===== src/rtl/spy_bus_ctrl.sv =====
// Spy bus controller: turns host spy requests into one-hot read selects or load strobes and returns a response pulse.
// Latency: read rsp_valid RD_LAT+1 cycles after acceptance, write 2 cycles, out-of-range address 1 cycle.
// Backpressure: req_ready only in IDLE and requests while busy are dropped; rsp_valid is a pulse with no backpressure.
`timescale 1ns/1ps
module spy_bus_ctrl #(
    parameter int ADDR_W   = 6,
    parameter int DATA_W   = 16,
    parameter int RD_COUNT = 24,
    parameter int WR_COUNT = 12,
    parameter int RD_LAT   = 1
) (
    input  logic                clk,
    input  logic                reset_n,
    input  logic                req_valid,
    output logic                req_ready,
    input  logic                req_write,
    input  logic [ADDR_W-1:0]   req_addr,
    input  logic [DATA_W-1:0]   req_wdata,
    output logic [RD_COUNT-1:0] rd_sel,
    input  logic [DATA_W-1:0]   rd_data,
    output logic [WR_COUNT-1:0] ld_stb,
    output logic [DATA_W-1:0]   ld_data,
    output logic                rsp_valid,
    output logic [DATA_W-1:0]   rsp_rdata,
    output logic                rsp_err,
    output logic                busy
);

    // Settle counter runs 0..RD_LAT-1 while rd_sel is held.
    localparam int CNT_W = (RD_LAT > 1) ? $clog2(RD_LAT) : 1;
    localparam logic [CNT_W-1:0] CNT_LAST = CNT_W'(RD_LAT - 1);

    // Limits carry one extra bit so RD_COUNT == 2**ADDR_W still compares correctly.
    localparam logic [ADDR_W:0] RD_LIMIT = (ADDR_W + 1)'(RD_COUNT);
    localparam logic [ADDR_W:0] WR_LIMIT = (ADDR_W + 1)'(WR_COUNT);

    localparam logic [RD_COUNT-1:0] RD_ONE = RD_COUNT'(1);
    localparam logic [WR_COUNT-1:0] WR_ONE = WR_COUNT'(1);

    typedef enum logic [1:0] {
        IDLE = 2'd0,
        RSEL = 2'd1,
        WSTB = 2'd2,
        RESP = 2'd3
    } state_t;

    state_t              state, state_nxt;
    logic [CNT_W-1:0]    cnt, cnt_nxt;
    logic                req_ready_nxt;
    logic [RD_COUNT-1:0] rd_sel_nxt;
    logic [WR_COUNT-1:0] ld_stb_nxt;
    logic [DATA_W-1:0]   ld_data_nxt;
    logic                rsp_valid_nxt;
    logic [DATA_W-1:0]   rsp_rdata_nxt;
    logic                rsp_err_nxt;

    logic rd_in_range;
    logic wr_in_range;

    // Full-width unsigned range checks: upper address bits never alias into range.
    assign rd_in_range = {1'b0, req_addr} < RD_LIMIT;
    assign wr_in_range = {1'b0, req_addr} < WR_LIMIT;

    assign busy = ~req_ready;

    // Next-state and next-output decode; every output is computed here and registered below.
    always_comb begin
        state_nxt     = state;
        cnt_nxt       = cnt;
        rd_sel_nxt    = rd_sel;
        ld_stb_nxt    = '0;
        ld_data_nxt   = ld_data;
        rsp_valid_nxt = 1'b0;
        rsp_rdata_nxt = rsp_rdata;
        rsp_err_nxt   = rsp_err;

        case (state)
            IDLE: begin
                if (req_valid) begin
                    if (req_write && wr_in_range) begin
                        state_nxt   = WSTB;
                        ld_stb_nxt  = WR_ONE << req_addr;
                        ld_data_nxt = req_wdata;
                    end else if (!req_write && rd_in_range) begin
                        state_nxt  = RSEL;
                        rd_sel_nxt = RD_ONE << req_addr;
                        cnt_nxt    = '0;
                    end else begin
                        // Out of range: answer straight away with no bus activity.
                        state_nxt     = RESP;
                        rsp_valid_nxt = 1'b1;
                        rsp_rdata_nxt = '0;
                        rsp_err_nxt   = 1'b1;
                    end
                end
            end
            RSEL: begin
                if (cnt == CNT_LAST) begin
                    // Last settle cycle: capture the mux output as this edge closes it.
                    state_nxt     = RESP;
                    rd_sel_nxt    = '0;
                    cnt_nxt       = '0;
                    rsp_valid_nxt = 1'b1;
                    rsp_rdata_nxt = rd_data;
                    rsp_err_nxt   = 1'b0;
                end else begin
                    cnt_nxt = cnt + CNT_W'(1);
                end
            end
            WSTB: begin
                state_nxt     = RESP;
                rsp_valid_nxt = 1'b1;
                rsp_rdata_nxt = '0;
                rsp_err_nxt   = 1'b0;
            end
            RESP: begin
                state_nxt = IDLE;
            end
            default: begin
                state_nxt  = IDLE;
                rd_sel_nxt = '0;
                cnt_nxt    = '0;
            end
        endcase

        req_ready_nxt = (state_nxt == IDLE);
    end

    // State and output registers; reset drops any transaction in flight.
    always_ff @(posedge clk) begin
        if (!reset_n) begin
            state     <= IDLE;
            cnt       <= '0;
            req_ready <= 1'b1;
            rd_sel    <= '0;
            ld_stb    <= '0;
            ld_data   <= '0;
            rsp_valid <= 1'b0;
            rsp_rdata <= '0;
            rsp_err   <= 1'b0;
        end else begin
            state     <= state_nxt;
            cnt       <= cnt_nxt;
            req_ready <= req_ready_nxt;
            rd_sel    <= rd_sel_nxt;
            ld_stb    <= ld_stb_nxt;
            ld_data   <= ld_data_nxt;
            rsp_valid <= rsp_valid_nxt;
            rsp_rdata <= rsp_rdata_nxt;
            rsp_err   <= rsp_err_nxt;
        end
    end

endmodule


===== config.mk =====
export PLATFORM = sky130hd
export DESIGN_NAME = spy_bus_ctrl
export DESIGN_NICKNAME = d
export VERILOG_FILES = /design/src/rtl/spy_bus_ctrl.sv
export SDC_FILE = /design/constraint.sdc
export NUM_CORES = 1
export LEC_CHECK = 0
export CAP_MARGIN = 20
export CORE_AREA = 4 4 85 87
export DETAILED_ROUTE_END_ITERATION = 6
export DIE_AREA = 0 0 89 91
export GPL_TIMING_DRIVEN = 1
export PLACE_DENSITY = 0.78
export SLEW_MARGIN = 10
export SYNTH_ARGS = -nofsm -noshare
export SYNTH_HDL_FRONTEND = slang
export SYNTH_SLANG_ARGS = --single-unit

===== constraint.sdc =====
create_clock -name clk -period 2.3 [get_ports clk]
set_input_delay 0.23 -clock clk [delete_from_list [all_inputs] [get_ports clk]]
set_output_delay 0.23 -clock clk [all_outputs]
set_load 0.02 [all_outputs]

# Yosys cells after proc, flatten, opt, wreduce, memory -nomap -nowiden
# Index checks and enable logic that the tools add are counted.
[totals]
reg_bits = 74
in_bits = 42
out_inout_bits = 72
[op_classes]
addsub = 1
n_lt_le_gt_ge = 2
eq_ne = 8
shift = 2
n_mux = 30
bitwise_logic = 1
n_reduce_logical = 12
[ops]
columns = ["operator", "count"]
rows = [
  ["$mux W24", 4],
  ["$mux W16", 4],
  ["$pmux W16 S3", 1],
  ["$pmux W24 S2", 1],
  ["$shl A1 B6 Y24 const A", 1],
  ["$mux W1", 12],
  ["$shl A1 B6 Y12 const A", 1],
  ["$ne A2 B2 Y1 const B", 5],
  ["$reduce_and A5 Y1", 2],
  ["$mux W2", 4],
  ["$pmux W2 S4", 1],
  ["$reduce_and A4 Y1", 2],
  ["$lt A6 B4 Y1 const B", 1],
  ["$lt A6 B5 Y1 const B", 1],
  ["$pmux W1 S3", 2],
  ["$eq A2 B2 Y1 const B", 2],
  ["$logic_not A2 Y1", 2],
  ["$reduce_and A3 Y1", 1],
  ["$reduce_bool A3 Y1", 1],
  ["$eq A2 B1 Y1 const B", 1],
  ["$logic_and A1 B1 Y1", 2],
  ["$pmux W1 S2", 1],
  ["$reduce_bool A2 Y1", 1],
  ["$add A1 B1 Y1 const B", 1],
  ["2 further kinds", 2],
]

# Logic depth before layout (Yosys ltp)
[depth]
word_depth = 7
mapped_depth = 9
depth_no_buf = 6

# Least setup slack after synthesis
# No wires, ideal clock.
[synth_path]
path_kind = "flip-flop to flip-flop"
from = "register state[1]"
to = "register rsp_rdata[10]"
setup_time_ns = 0.117
arrival_time_ns = 1.659
slack_ns = 0.524
stages_incl_launch_ff = 10
period_less_slack_ns = 1.776
cell_sequence = "dfxtp_1 inv_1 ha_1 buf_2 nand2_1 a211o_1 and3_1 buf_2 buf_6 a22o_1"
[synth_between]
elab_chain_len = 3
elab_cells_between_ends = 10
[synth_lines]
columns = ["item", "line", "text"]
rows = [
  ["from (decl)", "47", "state_t state, state_nxt;"],
  ["from (signal assigned)", "142", "state <= state_nxt;"],
  ["$eq A2 B1 Y1 (tied with other cells)", "77", "case (state)"],
  ["$ne A2 B2 Y1 (no line) or $reduce_bool A3 Y1 (tied branches)", "-", ""],
  ["$reduce_and A5 Y1 (no line)", "-", ""],
  ["to (signal assigned)", "149", "rsp_rdata <= rsp_rdata_nxt;"],
  ["to (decl)", "24", "output logic [DATA_W-1:0] rsp_rdata,"],
]
# Several ways; a longest one is shown, not always the timed one.
# A chain may end at the register's enable or synchronous reset.

# Final worst setup path
[layout_path]
from = "register state[1]"
to = "register rsp_rdata[13]"
# The elaborated chain is that of the path after synthesis.

==> impl_metrics.csv <==
group,metric,value,unit
min_path,min_path_type,"reg2reg",
worst_setup_path,arrival,2.36,ns
min_path,hold_depth,2,
floorplanning,initial_core_util,0.414,
sta,post-route-period-util,0.906,
global_route,grt_max_degree,49,
sta,hold_viol_final,0,
global_route,grt_pass1_wl,10700,µm
finish,fin_area,4010,µm²
global_route,track_usage,0.170,
power,p_switching,0.000952,W
power,ir_drop,606,µV
floorplanning,io_pins,114,
global_route,overflow,0,
min_path,holdCritStartpoint,"rd_sel[15]$_SDFFE_PN0P_",
yosys,avgSynthCellArea,10.5,µm²
sta,tightest_slew,0.724,ns
clocking,root_buffer,"clkbuf_8",
worst_setup_path,crit_type,"reg2reg",
yosys,netlist_instances,251,
routing,drt-wirelength-per-cell,15.0,µm
yosys,yosysSeqAreaShare,0.556,
clocking,htreeDepth,3,
finish,utilization,0.631,
global_route,antenna_found_initial,0,
floorplanning,dieArea,8100,µm²
sta,finalSetupTns,0,ns
run,max-cap-violations,0,
sta,drv_slew,0,
worst_setup_path,crit_fanout,16,
yosys,yosys_most_used_dff,"dfxtp_1",
worst_setup_path,worst_setup_path_end_kind,"register",
min_path,hold_end,"rd_sel[15]$_SDFFE_PN0P_",
sta,setup_viol,0,
place,hpwl,4800,µm
routing,drtPass1Iterations,4,
place,placed_cell_area,3820,µm²
finish,n_antenna_cell,0,
routing,drt-met1-wl,2860,µm
worst_setup_path,rrSetupSlack,0.22,ns
power,power.density,793,nW/µm²
clocking,clock-sinks,73,
worst_setup_path,cp-start-kind,"register",
clocking,cts_resized,0,
power,total_leakage_power,1.52,nW
finish,nets,406,
yosys,synth_edf_count,0,
clocking,post_cts_buffers,0,
sta,max_slew_margin,0.517,
power,pwr-share-seq,0.443,
yosys,syn-cell-area,2630,µm²
routing,drtIter0Drc,72,
yosys,synth-seq-cells,73,
yosys,yosysWarnings,0,
routing,num_vias,2233,
routing,drt_wl_total,6630,µm
clocking,clkLatencyLatePin,0.33,ns
worst_setup_path,reg2reg_to,"rsp_rdata[13]$_SDFFE_PN0P_",
status,status,"finished, final reports clean",
finish,drive_gt1_frac,0.0683,
routing,drc,0,
clocking,cts_buffer_depth,2,
routing,highest_layer,"met4",
worst_setup_path,rr_worst_depth,6,
worst_setup_path,rr_startpoint,"state[1]$_SDFF_PN0_",
sta,fin_worst_skew,0.00597,ns
clocking,path_clk_slew,0.07,ns
yosys,synth.distinct_cells,35,
sta,rsz0062_at_grt,"no",
floorplanning,core-area,6350,µm²
worst_setup_path,cp.required,2.57,ns
place,portBuffers,113,
sta,max_freq,480,MHz
finish,filler_cell_count,556,
power,internal_power,0.00222,W
clocking,hold_buffers,0,
routing,dr_wl_met3,601,µm
floorplanning,rows,29,
clocking,cts_tree,"done",
power,combPwrFrac,0.256,
clocking,tritoncts.num_buffers,9,
routing,drtAntennaViolNets,0,
yosys,synthArstFlopShare,0,
global_route,grt_pass1_vias,2186,
place,gp_congestion,0.779,
sta,layout_min_cycle_time,2.08,ns
floorplanning,fp.dieH,91,µm
routing,post_drt_via_cell_ratio,5.04,
floorplanning,fp.dieW,89,µm
power,pwr-share-clk,0.301,
routing,wl_met2,3080,µm
power,p_sw_frac,0.300,
finish,area_growth,52.4,%
yosys,synth_fp_nets,296,
## worst max-delay path by stage
stage | slack, ns | start | end
final | 0.22 | state[1]$_SDFF_PN0_ | rsp_rdata[13]$_SDFFE_PN0P_
after global placement | 0.16 | req_addr[3] | rsp_rdata[10]$_SDFFE_PN0P_
after detailed placement | 0.07 | req_addr[3] | rsp_rdata[13]$_SDFFE_PN0P_
after global routing | 0.02 | state[1]$_SDFF_PN0_ | rsp_rdata[15]$_SDFFE_PN0P_
after CTS | 0.21 | state[1]$_SDFF_PN0_ | rsp_rdata[13]$_SDFFE_PN0P_
after floorplan | 0.52 | state[1]$_SDFF_PN0_ | rsp_rdata[10]$_SDFFE_PN0P_
## layout by cell type (no fill, tap or decap), types with 2 or more instances in the layout
master / Yosys / layout
inv_1: 3 / 3
clkbuf_8: 0 / 10
nor2_1: 15 / 15
clkdlybuf4s50_1: 0 / 113
clkinv_2: 0 / 2
nand4_1: 2 / 2
buf_4: 0 / 5
nor2b_1: 18 / 18
nand3_1: 26 / 26
a22o_1: 16 / 16
o31ai_1: 25 / 25
o211ai_1: 2 / 2
or3b_2: 2 / 2
clkbuf_1: 7 / 3
mux2i_1: 16 / 16
ha_1: 3 / 3
nand3b_1: 3 / 3
dfxtp_1: 73 / 73
nand2_1: 10 / 10
a21boi_0: 2 / 2
nor3b_1: 2 / 2
## worst max-delay path, cell delays in order, from the launching register on
cell and delay [ns]:
dfxtp_1 0.34, inv_1 0.09, ha_1 0.36, nand2_1 0.13, a211o_1 0.28, a21oi_2 0.58
a22o_1 0.23
## power by group through the flow
stage,clock network (W),registers [W],logic [W]
final,0.000956,0.00141,0.000812
after global routing,0.00104,0.00142,0.000895
after CTS,0.000984,0.00141,0.000819
after detailed placement,0,0.00144,0.000818
after global placement,0,0.00144,0.000802
after floorplan,0,0.00151,0.000433
## stage by stage
| stage | hold slack (ns) | setup slack, ns | instances | power, W |
|---|---|---|---|---|
| after floorplan | 0.355 | 0.524 | 251 | 0.00194 |
| after global placement | 0.456 | 0.162 | 427 | 0.00224 |
| after detailed placement | 0.462 | 0.0664 | 427 | 0.00225 |
| after CTS | 0.473 | 0.212 | 443 | 0.00321 |
| after global routing | 0.487 | 0.0154 | 443 | 0.00335 |
| final | 0.472 | 0.216 | 443 | 0.00318 |
## kinds of logic (layout without fill, tap and decap cells)
| family | Yosys count | in the layout | share of synthesized area |
|---|---|---|---|
| compound gates | 52 | 52 | 0.157 |
| fa+ha+maj | 3 | 3 | 0.0143 |
| flops | 73 | 73 | 0.556 |
| buf+inv | 22 | 137 | 0.0390 |
| mux | 16 | 16 | 0.0609 |
| simple gates | 85 | 85 | 0.174 |
## sequential cells by signal (all words and copies together), names as in the netlist
| register | count |
|---|---|
| rsp_rdata | 16 |
| rsp_err | 1 |
| ld_data | 16 |
| rd_sel | 24 |
| ld_stb | 12 |
| rsp_valid | 1 |
| state | 2 |
| req_ready | 1 |
## area by class of cell
type                            count  area, µm²  area share
Clock inverter                      3       40.0     0.00999
Multi-Input combinational cell    156       1080       0.270
Sequential cell                    73       1460       0.365
Timing Repair Buffer              118       1170       0.292
Tap cell                           77       96.3      0.0240
Clock buffer                       13        149      0.0372
Inverter                            3       11.3     0.00281
## cell usage after synthesis, drive strengths merged (2+ instances only)
library cell	n	area share
a21oi	2	0.0052
ha	3	0.014
dfxtp	73	0.56
nor2	15	0.021
or3b	2	0.0067
a21boi	2	0.0057
o31ai	25	0.071
or2	2	0.0048
nor2b	18	0.043
nand4	2	0.0048
nand2	10	0.014
nand3b	3	0.0086
o211ai	2	0.0057
a211oi	2	0.0076
nor3b	3	0.010
buf	11	0.023
clkbuf	8	0.012
inv	3	0.0043
nand3	26	0.049
mux2i	16	0.061
a22o	16	0.053
## layer usage
metal | up-vias | global-route usage
li1 | 1122 | -
met5 | - | 0
met2 | 87 | 0.256
met1 | 1018 | 0.215
met4 | 0 | 0.0819
met3 | 6 | 0.0597
Power figures use the tool's default switching activity.
